## src/rtl/instr_fetch.sv

```systemverilog
// ============================================================================
// Module   : instr_fetch
// Brief    : Instruction fetch unit with a 4-entry instruction queue, cache miss
//            handling and branch/exception redirect support.
// Revision : 1.0 - initial release
// ============================================================================
`default_nettype none

module instr_fetch #(
    parameter logic [31:0] RESET_PC = 32'h0000_0000,
    parameter int          QDEPTH   = 4
) (
    input  logic        clk,
    input  logic        reset,
    input  logic        hit_miss,
    input  logic [31:0] data_from_cache,
    output logic [31:0] address_to_cache,
    output logic        r_w,
    input  logic        redirect_valid,
    input  logic [31:0] redirect_pc,
    input  logic        instr_ready,
    output logic        instr_valid,
    output logic [31:0] instr_data,
    output logic [31:0] instr_pc,
    output logic [15:0] miss_count
);

    typedef enum logic [1:0] {
        FETCH     = 2'd0,
        MISS_WAIT = 2'd1,
        QFULL     = 2'd2
    } state_t;

    localparam logic [2:0] FULL_CNT = 3'(QDEPTH);

    state_t      state_q, state_d;
    logic [31:0] pc_q, pc_d;
    logic [31:0] pend_pc_q, pend_pc_d;
    logic        discard_q, discard_d;
    logic [15:0] miss_count_q, miss_count_d;
    logic [1:0]  wptr_q, wptr_d;
    logic [1:0]  rptr_q, rptr_d;
    logic [2:0]  count_q, count_d;
    logic [31:0] qpc_q   [4];
    logic [31:0] qdata_q [4];

    logic        push;
    logic        pop;
    logic        flush;
    logic        pop_ok;
    logic [31:0] redirect_tgt;
    logic [31:0] pc_inc;

    assign pop_ok       = (count_q != 3'd0) && instr_ready;
    assign redirect_tgt = redirect_pc & 32'hFFFF_FFFC;
    assign pc_inc       = pc_q + 32'd4;

    always_comb begin
        state_d      = state_q;
        pc_d         = pc_q;
        pend_pc_d    = pend_pc_q;
        discard_d    = discard_q;
        miss_count_d = miss_count_q;
        push         = 1'b0;
        pop          = 1'b0;
        flush        = 1'b0;
        case (state_q)
            FETCH: begin
                if (redirect_valid) begin
                    flush = 1'b1;
                    pc_d  = redirect_tgt;
                end else begin
                    pop = pop_ok;
                    if (count_q == FULL_CNT) begin
                        state_d = QFULL;
                    end else if (hit_miss) begin
                        push = 1'b1;
                        pc_d = pc_inc;
                    end else begin
                        state_d = MISS_WAIT;
                        if (miss_count_q != 16'hFFFF) begin
                            miss_count_d = miss_count_q + 16'd1;
                        end
                    end
                end
            end
            MISS_WAIT: begin
                // A redirect arriving together with the refill completes at once.
                if (redirect_valid) begin
                    flush = 1'b1;
                    if (hit_miss) begin
                        pc_d      = redirect_tgt;
                        discard_d = 1'b0;
                        state_d   = FETCH;
                    end else begin
                        pend_pc_d = redirect_tgt;
                        discard_d = 1'b1;
                    end
                end else begin
                    pop = pop_ok;
                    if (hit_miss) begin
                        if (discard_q) begin
                            pc_d = pend_pc_q;
                        end else begin
                            push = 1'b1;
                            pc_d = pc_inc;
                        end
                        discard_d = 1'b0;
                        state_d   = FETCH;
                    end
                end
            end
            QFULL: begin
                if (redirect_valid) begin
                    flush   = 1'b1;
                    pc_d    = redirect_tgt;
                    state_d = FETCH;
                end else begin
                    pop = pop_ok;
                    if (count_q != FULL_CNT) begin
                        state_d = FETCH;
                    end
                end
            end
            default: begin
                state_d = FETCH;
            end
        endcase
    end

    always_comb begin
        wptr_d  = wptr_q;
        rptr_d  = rptr_q;
        count_d = count_q;
        if (flush) begin
            wptr_d  = 2'd0;
            rptr_d  = 2'd0;
            count_d = 3'd0;
        end else begin
            wptr_d  = wptr_q + {1'b0, push};
            rptr_d  = rptr_q + {1'b0, pop};
            count_d = count_q + {2'b00, push} - {2'b00, pop};
        end
    end

    always_ff @(posedge clk) begin
        if (!reset) begin
            state_q      <= FETCH;
            pc_q         <= RESET_PC;
            pend_pc_q    <= 32'h0000_0000;
            discard_q    <= 1'b0;
            miss_count_q <= 16'h0000;
            wptr_q       <= 2'd0;
            rptr_q       <= 2'd0;
            count_q      <= 3'd0;
        end else begin
            state_q      <= state_d;
            pc_q         <= pc_d;
            pend_pc_q    <= pend_pc_d;
            discard_q    <= discard_d;
            miss_count_q <= miss_count_d;
            wptr_q       <= wptr_d;
            rptr_q       <= rptr_d;
            count_q      <= count_d;
        end
    end

    // Queue storage carries no reset; validity is tracked by count_q alone.
    always_ff @(posedge clk) begin
        if (reset && push) begin
            qpc_q[wptr_q]   <= pc_q;
            qdata_q[wptr_q] <= data_from_cache;
        end
    end

    assign address_to_cache = pc_q;
    assign r_w              = 1'b0;
    assign instr_valid      = (count_q != 3'd0);
    assign instr_data       = qdata_q[rptr_q];
    assign instr_pc         = qpc_q[rptr_q];
    assign miss_count       = miss_count_q;

endmodule

`default_nettype wire

```

## config.mk

```make
export PLATFORM = sky130hd
export DESIGN_NAME = instr_fetch
export DESIGN_NICKNAME = d
export VERILOG_FILES = /design/src/rtl/instr_fetch.sv
export SDC_FILE = /design/constraint.sdc
export NUM_CORES = 1
export LEC_CHECK = 0
export CAP_MARGIN = 20
export CORE_AREA = 2 2 159 161
export CTS_CLUSTER_DIAMETER = 40
export DETAILED_ROUTE_END_ITERATION = 10
export DIE_AREA = 0 0 161 163
export PLACE_DENSITY = 0.84
export SYNTH_ARGS = -nofsm -noshare
export SYNTH_HDL_FRONTEND = slang
export SYNTH_SLANG_ARGS = --single-unit
```

## constraint.sdc

```tcl
create_clock -name clk -period 16.1 [get_ports clk]
set_clock_uncertainty 0.15 [all_clocks]
set_input_delay 3.22 -clock clk [delete_from_list [all_inputs] [get_ports clk]]
set_output_delay 3.22 -clock clk [all_outputs]
set_load 0.01 [all_outputs]
```

* Word-level counts from Yosys, hierarchy flattened
Memories as Yosys holds them, arrays and structs flattened. A register that Yosys moved wholly into a read port is not among the register bits.
Index checks and enable logic that the tools add are counted.
** Storage, ports and cells
- Register bits after elaboration :: 88
- Latch bits :: 0
- RAM bits :: 256
- ROM bits :: 0
- Bits of input ports :: 69
- Output and inout port bits :: 114
- Word-level logic and storage cells :: 79
- Memories kept :: 2
** Cells by class
- $add $sub $neg :: 6
- Multiply operators :: 0
- Div/mod/pow operators :: 0
- Order comparisons :: 0
- Equality and inequality tests :: 12
- Shift-type cells :: 0
- Muxes and demuxes :: 34
- Bitwise gates (word level) :: 4
- Reductions and logical operators :: 13
** Memories
- qdata_q :: depth 4, width 32, rd ports 1, clocked after Yosys merged registers in 1, write ports 1, RTL line 45 : logic [31:0] qdata_q [4];
- qpc_q :: depth 4, width 32, rd ports 1, clocked after Yosys merged registers in 1, write ports 1, RTL line 44 : logic [31:0] qpc_q [4];
** Operator list (number)
- $mux W32 :: 8
- $pmux W32 S3 :: 1
- $add A32 B3 Y32 const B :: 1
- $add A16 B1 Y16 const B :: 1
- $mux W2 :: 8
- $ne A16 B16 Y1 const B :: 1
- $mux W1 :: 15
- $ne A3 B3 Y1 const B :: 5
- $reduce_and A5 Y1 :: 2
- $ne A2 B2 Y1 const B :: 3
- $pmux W2 S3 :: 1
- $reduce_bool A3 Y1 :: 2
- $add A2 B1 Y2 :: 2
- $not A1 Y1 :: 4
- $reduce_and A4 Y1 :: 1
- $add A3 B1 Y3 :: 1
- $eq A3 B3 Y1 const B :: 1
- $reduce_and A3 Y1 :: 1
- $reduce_or A3 Y1 :: 1
- $sub A3 B1 Y3 :: 1
- $eq A2 B1 Y1 const B :: 1
- $eq A2 B2 Y1 const B :: 1
- $logic_and A1 B1 Y1 :: 2
- $logic_not A2 Y1 :: 1
- 4 further kinds :: 4

* Depth between registers and ports, before layout
Gate-level depths: netlist of run 1.
- Depth after elaboration :: 7
- Depth in mapped cells :: 14
- Gate-level depth less buffers :: 13

* Worst setup path before layout of run 1
No wires, ideal clock.
- Path kind :: in2reg
- From :: input port redirect_valid
- To :: memory qdata_q[1][0] (enable)
- Setup time :: 571 ps
- Arrival time :: 8636 ps
- Required time :: 15379 ps
- Path slack :: 6743 ps
- Stages on the path :: 6
- Buffers on the path :: 2
- Cell sequence :: clkbuf_1 > inv_1 > clkbuf_1 > and3_1 > nand2_1 > nor3b_1
** Between the ends
- Word-level cells in the longest chain between the ends :: 5
- Elaborated cells on any way between the ends :: 6
- Those cells by class :: mux (5); reduce/logical (1)
** Ends and longest elaborated chain
- start: declaration :: RTL line 19 : input logic redirect_valid,
- $mux W1 (on tied branches) :: RTL line 89, 69
- $pmux W1 S2 (*) :: RTL line 67 : case (state_q)
- $logic_and A1 B1 Y1 (*) :: RTL line 170 : if (reset && push) begin
- $mux W1 (*) :: RTL line 170
- $mux W1 (not written as such) (*) :: RTL line 172 : qdata_q[wptr_q] <= data_from_cache;
- end: declaration :: RTL line 45
Every way passes the cells marked *; elsewhere a longest branch is shown, timed or not.

==> flow_summary_export.csv, run 1 <==
group,metric,value,unit
timing,fin_crit_sh,40.00,%
clock_tree,insertion_delay,0.53,ns
clock_tree,ctsHoldBuffers,0,
clock_tree,cts_buffer_depth,3,
pwr,vdd_drop_max,0.07014,mV
die,dieArea,0.02624,sq mm
timing,clock.fmax,155.3,MHz
timing,finalHoldViolCount,0,
pwr,cellLeakagePower,5.910,nW
placement,dp_cells,1475,
setup_path,worst-path-max-fanout,50,
synth,yosys-top-cells-area,"edfxtp_1 (52%), dfxtp_1 (12%), mux4_2 (9.7%)",
die,rows,58,
detailed_routing,via_per_inst,6.230,
detailed_routing,first_iter_violations,1119,
clock_tree,cts_sinks,334,
synth,synthFlopType,"edfxtp_1",
clock_tree,h-tree-depth,2,
detailed_routing,wirelength,33.90,mm
synth,ys_warn_count,0,
run,drv_cap,0,
setup_path,worstRegToRegCells,5,
timing,tns,0,ns
worst_hold_path,hold_path_startpoint,"pend_pc_q[18]",
pwr,finalPower,2.138,mW
global_route,grt_overflow,0,
synth,synth_edf_count,248,
global_route,met1_usage,37.08,%
synth,synth_top_family_by_area,"simple AND/OR/NAND/NOR gates",
global_route,grt_pass1_vias,9494,
detailed_routing,ant_nets,0,
finish,final_util,72.12,%
die,start_util,58.44,%
detailed_routing,drcViolationCount,0,
global_route,grt_max_degree,80,
synth,ys_async_sr_fraction,0,%
global_route,grt_pass1_wl,53.41,mm
synth,syn_inst,1020,
setup_path,critical_path.startpoint_type,"flip-flop",
setup_path,criticalPathCategory,"reg -> out",
synth,yosysUniqueCellTypes,82,
clock_tree,cts.repair.resized,0,
global_route,antenna_found_initial,0,
finish,drive_gt1_share,13.84,%
synth,synth_area,0.01442,sq mm
clock_tree,path_clk_slew,0.05,ns
finish,nFillCells,1645,
finish,diodes,0,
setup_path,rr_endpoint,"address_to_cache[7]",
placement,gp_congestion,0.8559,
die,core,0.02467,sq mm
setup_path,cp.arrival,3.07,ns
finish,final_nets,1268,
finish,layout_commonest_cell,"edfxtp_1",
synth,synth_fa_ha_area_share,1.007,%
detailed_routing,firstDrtPassIters,5,
global_route,met3_usage,4.431,%
setup_path,critPathCaptureType,"output pin",
synth,syn_avg_cell_area,14.14,sq um
global_route,use_met2,42.51,%
run_status,status,"finished, final reports clean",
die,die_y,163,microns
timing,period_needed,6.440,ns
timing,max_slew_margin,31.39,%
detailed_routing,vias,9662,
placement,port_buffers,175,
clock_tree,cts_tree,"built",
finish,multi_input_area,0.004897,sq mm
synth,synth_xor_area_share,2.056,%
setup_path,crit_required,12.73,ns
die,die_w,161,microns
finish,syn_to_final_growth,23.41,%
worst_hold_path,hp-class,"reg -> reg",
clock_tree,cts_made_buffers,41,
worst_hold_path,holdPathEnd,"pend_pc_q[18]",
timing,grt_setup_unrepaired,"false",
clock_tree,clockRootBuffer,"clkbuf_16",
die,pin_count,183,
worst_hold_path,holdPathStages,2,
pwr,power_density,120.1,mW/mm^2
timing,worst_pin_slew,1.025,ns
placement,hpwl,20.04,mm
timing,setup_violations,0,
detailed_routing,avgRoutedWirePerCell,21.86,microns
synth,synth_top_area_cell,"edfxtp_1",
setup_path,r2r_start,"discard_q",
timing,slew_viol_final,0,
synth,yosys.area_share.simple,10.59,%
synth,synth.area.mux_share,9.961,%
synth,ys_ff_latch,334,
setup_path,r2r_slack,12.69,ns
synth,synth-compound-area-share,10.10,%
synth,synth_seq_area_share,63.58,%
global_route,grt_usage,26.11,%
synth,synth.top_cell.area_share,51.64,%
finish,final_cell_mix,"edfxtp_1 (248), clkdlybuf4s50_1 (174), nand2_1 (129)",
finish,regArea,0.009176,sq mm
clock_tree,postCtsSetupBuffers,0,
finish,final-instance-count-excl-fill,1551,
global_route,grt_most_used_layer,"met2",
## power by group
part	total (mW)	internal, mW	switching [mW]
Clock	0.964	0.610	0.354
Combinational	0.181	0.0858	0.0951
Sequential	0.993	0.954	0.0390
## per-stage QoR
step	hold WS (ns)	worst slack [ns]	cell area, sq um
4_1_cts	0.3135	9.529	17800
6_report	0.3111	9.660	17800
3_5_place_dp	0.3064	9.734	16340
2_1_floorplan	0.2883	6.743	14440
5_1_grt	0.3390	9.413	17800
3_3_place_gp	0.2985	9.819	16340
## cell families (layout without fill, tap and decap cells)
group | after synthesis | count (layout)
flops | 334 | 334
mux | 66 | 66
fa+ha+maj | 11 | 11
simple gates | 291 | 291
buf+inv | 74 | 271
xor+xnor | 33 | 33
compound gates | 210 | 210
other cells | 1 | 5
## worst max-delay path by stage
| stage | from | endpoint | cells after the start |
|---|---|---|---|
| 5_1_grt | rptr_q[0] | instr_pc[15] | 3 |
| 4_1_cts | rptr_q[0] | instr_pc[16] | 3 |
| 3_5_place_dp | redirect_valid | qpc_q[1][2] | 7 |
| 3_3_place_gp | redirect_valid | qpc_q[1][3] | 7 |
| 2_1_floorplan | redirect_valid | qdata_q[1][0] | 6 |
| 6_report | rptr_q[0] | instr_data[0] | 3 |
## critical path: stages (launching register included)
cell,delay [ns]
dfxtp_4,0.53
buf_4,0.81
mux4_2,0.63
clkdlybuf4s50_1,0.52
## metal layers
layer,vias up,share of wire [%]
met3,55,8.9
met5,-,0
met1,4723,41
met4,0,2.0
li1,4295,-
met2,589,48
## synthesized netlist by cell type (all sizes together) (6+ instances only)
master / n
a211oi: 6
xor2: 10
and2: 19
o21ai: 47
nor2: 27
a21o: 10
edfxtp: 248
nor2b: 7
dfxtp: 86
mux4: 62
ha: 10
o21a: 6
nand2b: 11
a21boi: 33
nand2: 129
inv: 9
nand4: 17
a21oi: 36
nand3: 23
and3: 18
o211ai: 6
a22oi: 6
nor4: 6
buf: 26
xnor2: 23
nor3b: 6
a31oi: 9
nor3: 14
clkbuf: 37
## layout make-up
type	instances	share of cell area [%]
clock buffer	47	6.011
clock inverter	29	2.158
inverter	11	0.2320
multi-input combinational	616	27.52
sequential	334	51.56
tap	330	2.320
timing repair buffer	184	10.19
## sequential cells by signal, summed over array words and instances, names as in the netlist
register	cells
miss_count	16
qdata_q	128
address_to_cache	30
qpc_q	120
rptr_q	2
pend_pc_q	30
count_q	3
discard_q	1
wptr_q	2
state_q	2
No activity file was read; power rests on OpenSTA's default activity.
==> run 2, diff against run 1 <==
CORE_AREA = 2 2 173 175   (was 2 2 159 161)
DIE_AREA = 0 0 175 177   (was 0 0 161 163)
PLACE_DENSITY = 0.76   (was 0.84)
clock period = 5.4 ns   (was 16.1 ns; I/O delays follow)
==> run 2 against run 1 <==
  * Utilization fell by 11 points
  * Via count fell by 1.7%
  * Final cell count rose by 4.5%
  * Power rose to 3.0 times the previous value
  * Die area rose by 18%
  * Register-to-register slack got worse by 10 ns
  * Clock power rose to 3.0 times the previous value
  * Worst setup slack got worse by 8.0 ns
  * First-iteration DRC count fell by 30%
  * Cell area rose by 1.2%
  * Critical endpoint is now instr_pc[13]
==> flow_summary_export.csv, run 2 (synthesized netlist as in run 1, its figures left out) <==
group,metric,value,unit
die,start_util,49.31,%
finish,final_nets,1276,
detailed_routing,first_iter_violations,781,
placement,port_buffers,175,
finish,final-instance-count-excl-fill,1621,
timing,timing.hold.ws,0.3150,ns
finish,drive_gt1_share,14.54,%
clock_tree,postCtsSetupBuffers,0,
finish,final_cell_mix,"edfxtp_1 (248), clkdlybuf4s50_1 (174), nand2_1 (129)",
pwr,vdd_drop_max,0.2017,mV
finish,layout_commonest_cell,"edfxtp_1",
finish,syn_to_final_growth,24.88,%
detailed_routing,avgRoutedWirePerCell,20.98,microns
clock_tree,clockRootBuffer,"clkbuf_16",
global_route,antenna_found_initial,0,
setup_path,cpPeakStageDelay,0.93,ns
run_status,status,"finished, final reports clean",
run,drv_cap,0,
finish,largest_registers,"qdata_q: 128 flops, qpc_q: 120 flops",
pwr,cellLeakagePower,5.966,nW
pwr,p_switching,1.517,mW
die,die_w,175,microns
pwr,power_density,357.1,mW/mm^2
setup_path,cp.arrival,2.54,ns
placement,gp_congestion,0.8689,
global_route,grt_max_degree,64,
setup_path,criticalPathCategory,"reg -> out",
placement,dp_cells,1540,
timing,max_slew_margin,33.05,%
clock_tree,cts_made_buffers,44,
clock_tree,cts_buffer_depth,3,
finish,largest_register_ffs,128,
setup_path,crit_slowest_cell,"dfxtp_4",
timing,setup_violations,0,
detailed_routing,wirelength,34.00,mm
timing,slew_viol_final,0,
pwr,pwr-share-seq,46.0,%
die,dieArea,0.03098,sq mm
die,rows,63,
setup_path,crit_required,4.17,ns
global_route,grt_usage,21.95,%
pwr,pwr-share-comb,8.4,%
setup_path,worst-path-max-fanout,63,
clock_tree,ctsHoldBuffers,0,
setup_path,critical_path.startpoint_type,"flip-flop",
global_route,grt_overflow,0,
worst_hold_path,hold_path_startpoint,"pend_pc_q[17]",
finish,diodes,0,
setup_path,critPathCaptureType,"output pin",
detailed_routing,via_per_inst,5.857,
die,pin_count,183,
timing,worst_pin_slew,1.004,ns
clock_tree,cts_tree,"built",
pwr,internal_power,4.913,mW
setup_path,r2r_start,"state_q[1]",
timing,period_needed,3.767,ns
timing,clock.fmax,265.5,MHz
finish,regMostFlops,"qdata_q",
finish,nFillCells,2175,
clock_tree,cts_sinks,334,
timing,finalHoldViolCount,0,
timing,grt_setup_unrepaired,"false",
global_route,grt_pass1_vias,9438,
die,die_y,177,microns
global_route,grt_pass1_wl,52.85,mm
setup_path,crit_start,"rptr_q[1]",
detailed_routing,vias,9495,
pwr,sw_frac_of_total,23.59,%
setup_path,r2r_slack,2.22,ns
clock_tree,path_clk_slew,0.06,ns
placement,hpwl,20.58,mm
detailed_routing,ant_nets,0,
clock_tree,cts.repair.resized,0,
clock_tree,insertion_delay,0.55,ns
setup_path,cp_cell_sequence,"mux4_2 > clkdlybuf4s50_1",
clock_tree,h-tree-depth,2,
pwr,p_clk_share,45.6,%
worst_hold_path,hp-class,"reg -> reg",
die,core,0.02924,sq mm
timing,fin_crit_sh,69.76,%
detailed_routing,drcViolationCount,0,
detailed_routing,firstDrtPassIters,5,
[run 2: per-stage QoR]
| stage | TNS (ns) | utilization [%] | instance area [sq um] | setup WS (ns) | power (mW) |
|---|---|---|---|---|---|
| floorplan | -315.43 | - | 14440 | -1.817 | 3.269 |
| global placement | 0 | 56.44 | 16500 | 1.570 | 3.527 |
| detailed placement | 0 | 56.44 | 16500 | 1.552 | 3.543 |
| CTS | 0 | 61.58 | 18010 | 1.607 | 6.474 |
| global route | 0 | 61.58 | 18010 | 1.559 | 6.637 |
| finish | 0 | 61.58 | 18010 | 1.633 | 6.430 |
[run 2: cell type report]
cell class / count / area (sq um) / share of cell area [%]
Multi-Input combinational cell: 616 / 4897 / 27.20
Sequential cell: 334 / 9176 / 50.96
Clock buffer: 48 / 1116 / 6.198
Inverter: 11 / 41.29 / 0.2293
Clock inverter: 33 / 386.6 / 2.147
Timing Repair Buffer: 189 / 1902 / 10.56
Tap cell: 390 / 488.0 / 2.710
[run 2: worst paths after layout]
check	to	depth (start not counted)
setup / recovery	instr_pc[13]	2
setup reg to reg	count_q[2]	13
hold reg to reg	pend_pc_q[17]	2
hold / removal	pend_pc_q[17]	2
[run 2: critical path: cells and delay by family, from the launching register on]
kind	cells	cell delay (ns)
buf+inv	1	0.60
flops	1	0.93
mux	1	0.36
[run 2: per-layer routing]
| metal | part of all wire [%] | vias to the layer above | GRT usage (%) |
|---|---|---|---|
| met5 | 0 | - | 0 |
| met4 | 2.6 | 0 | 7.153 |
| met3 | 7.8 | 79 | 4.467 |
| met2 | 48 | 436 | 36.40 |
| met1 | 42 | 4677 | 29.22 |
| li1 | - | 4303 | - |
[run 2: power groups by stage]
stage	Combinational, mW	Clock, mW	Sequential [mW]
6_report	0.542	2.93	2.96
4_1_cts	0.539	2.98	2.95
5_1_grt	0.583	3.09	2.97
2_1_floorplan	0.284	0	2.98
3_5_place_dp	0.535	0	3.01
3_3_place_gp	0.526	0	3.00
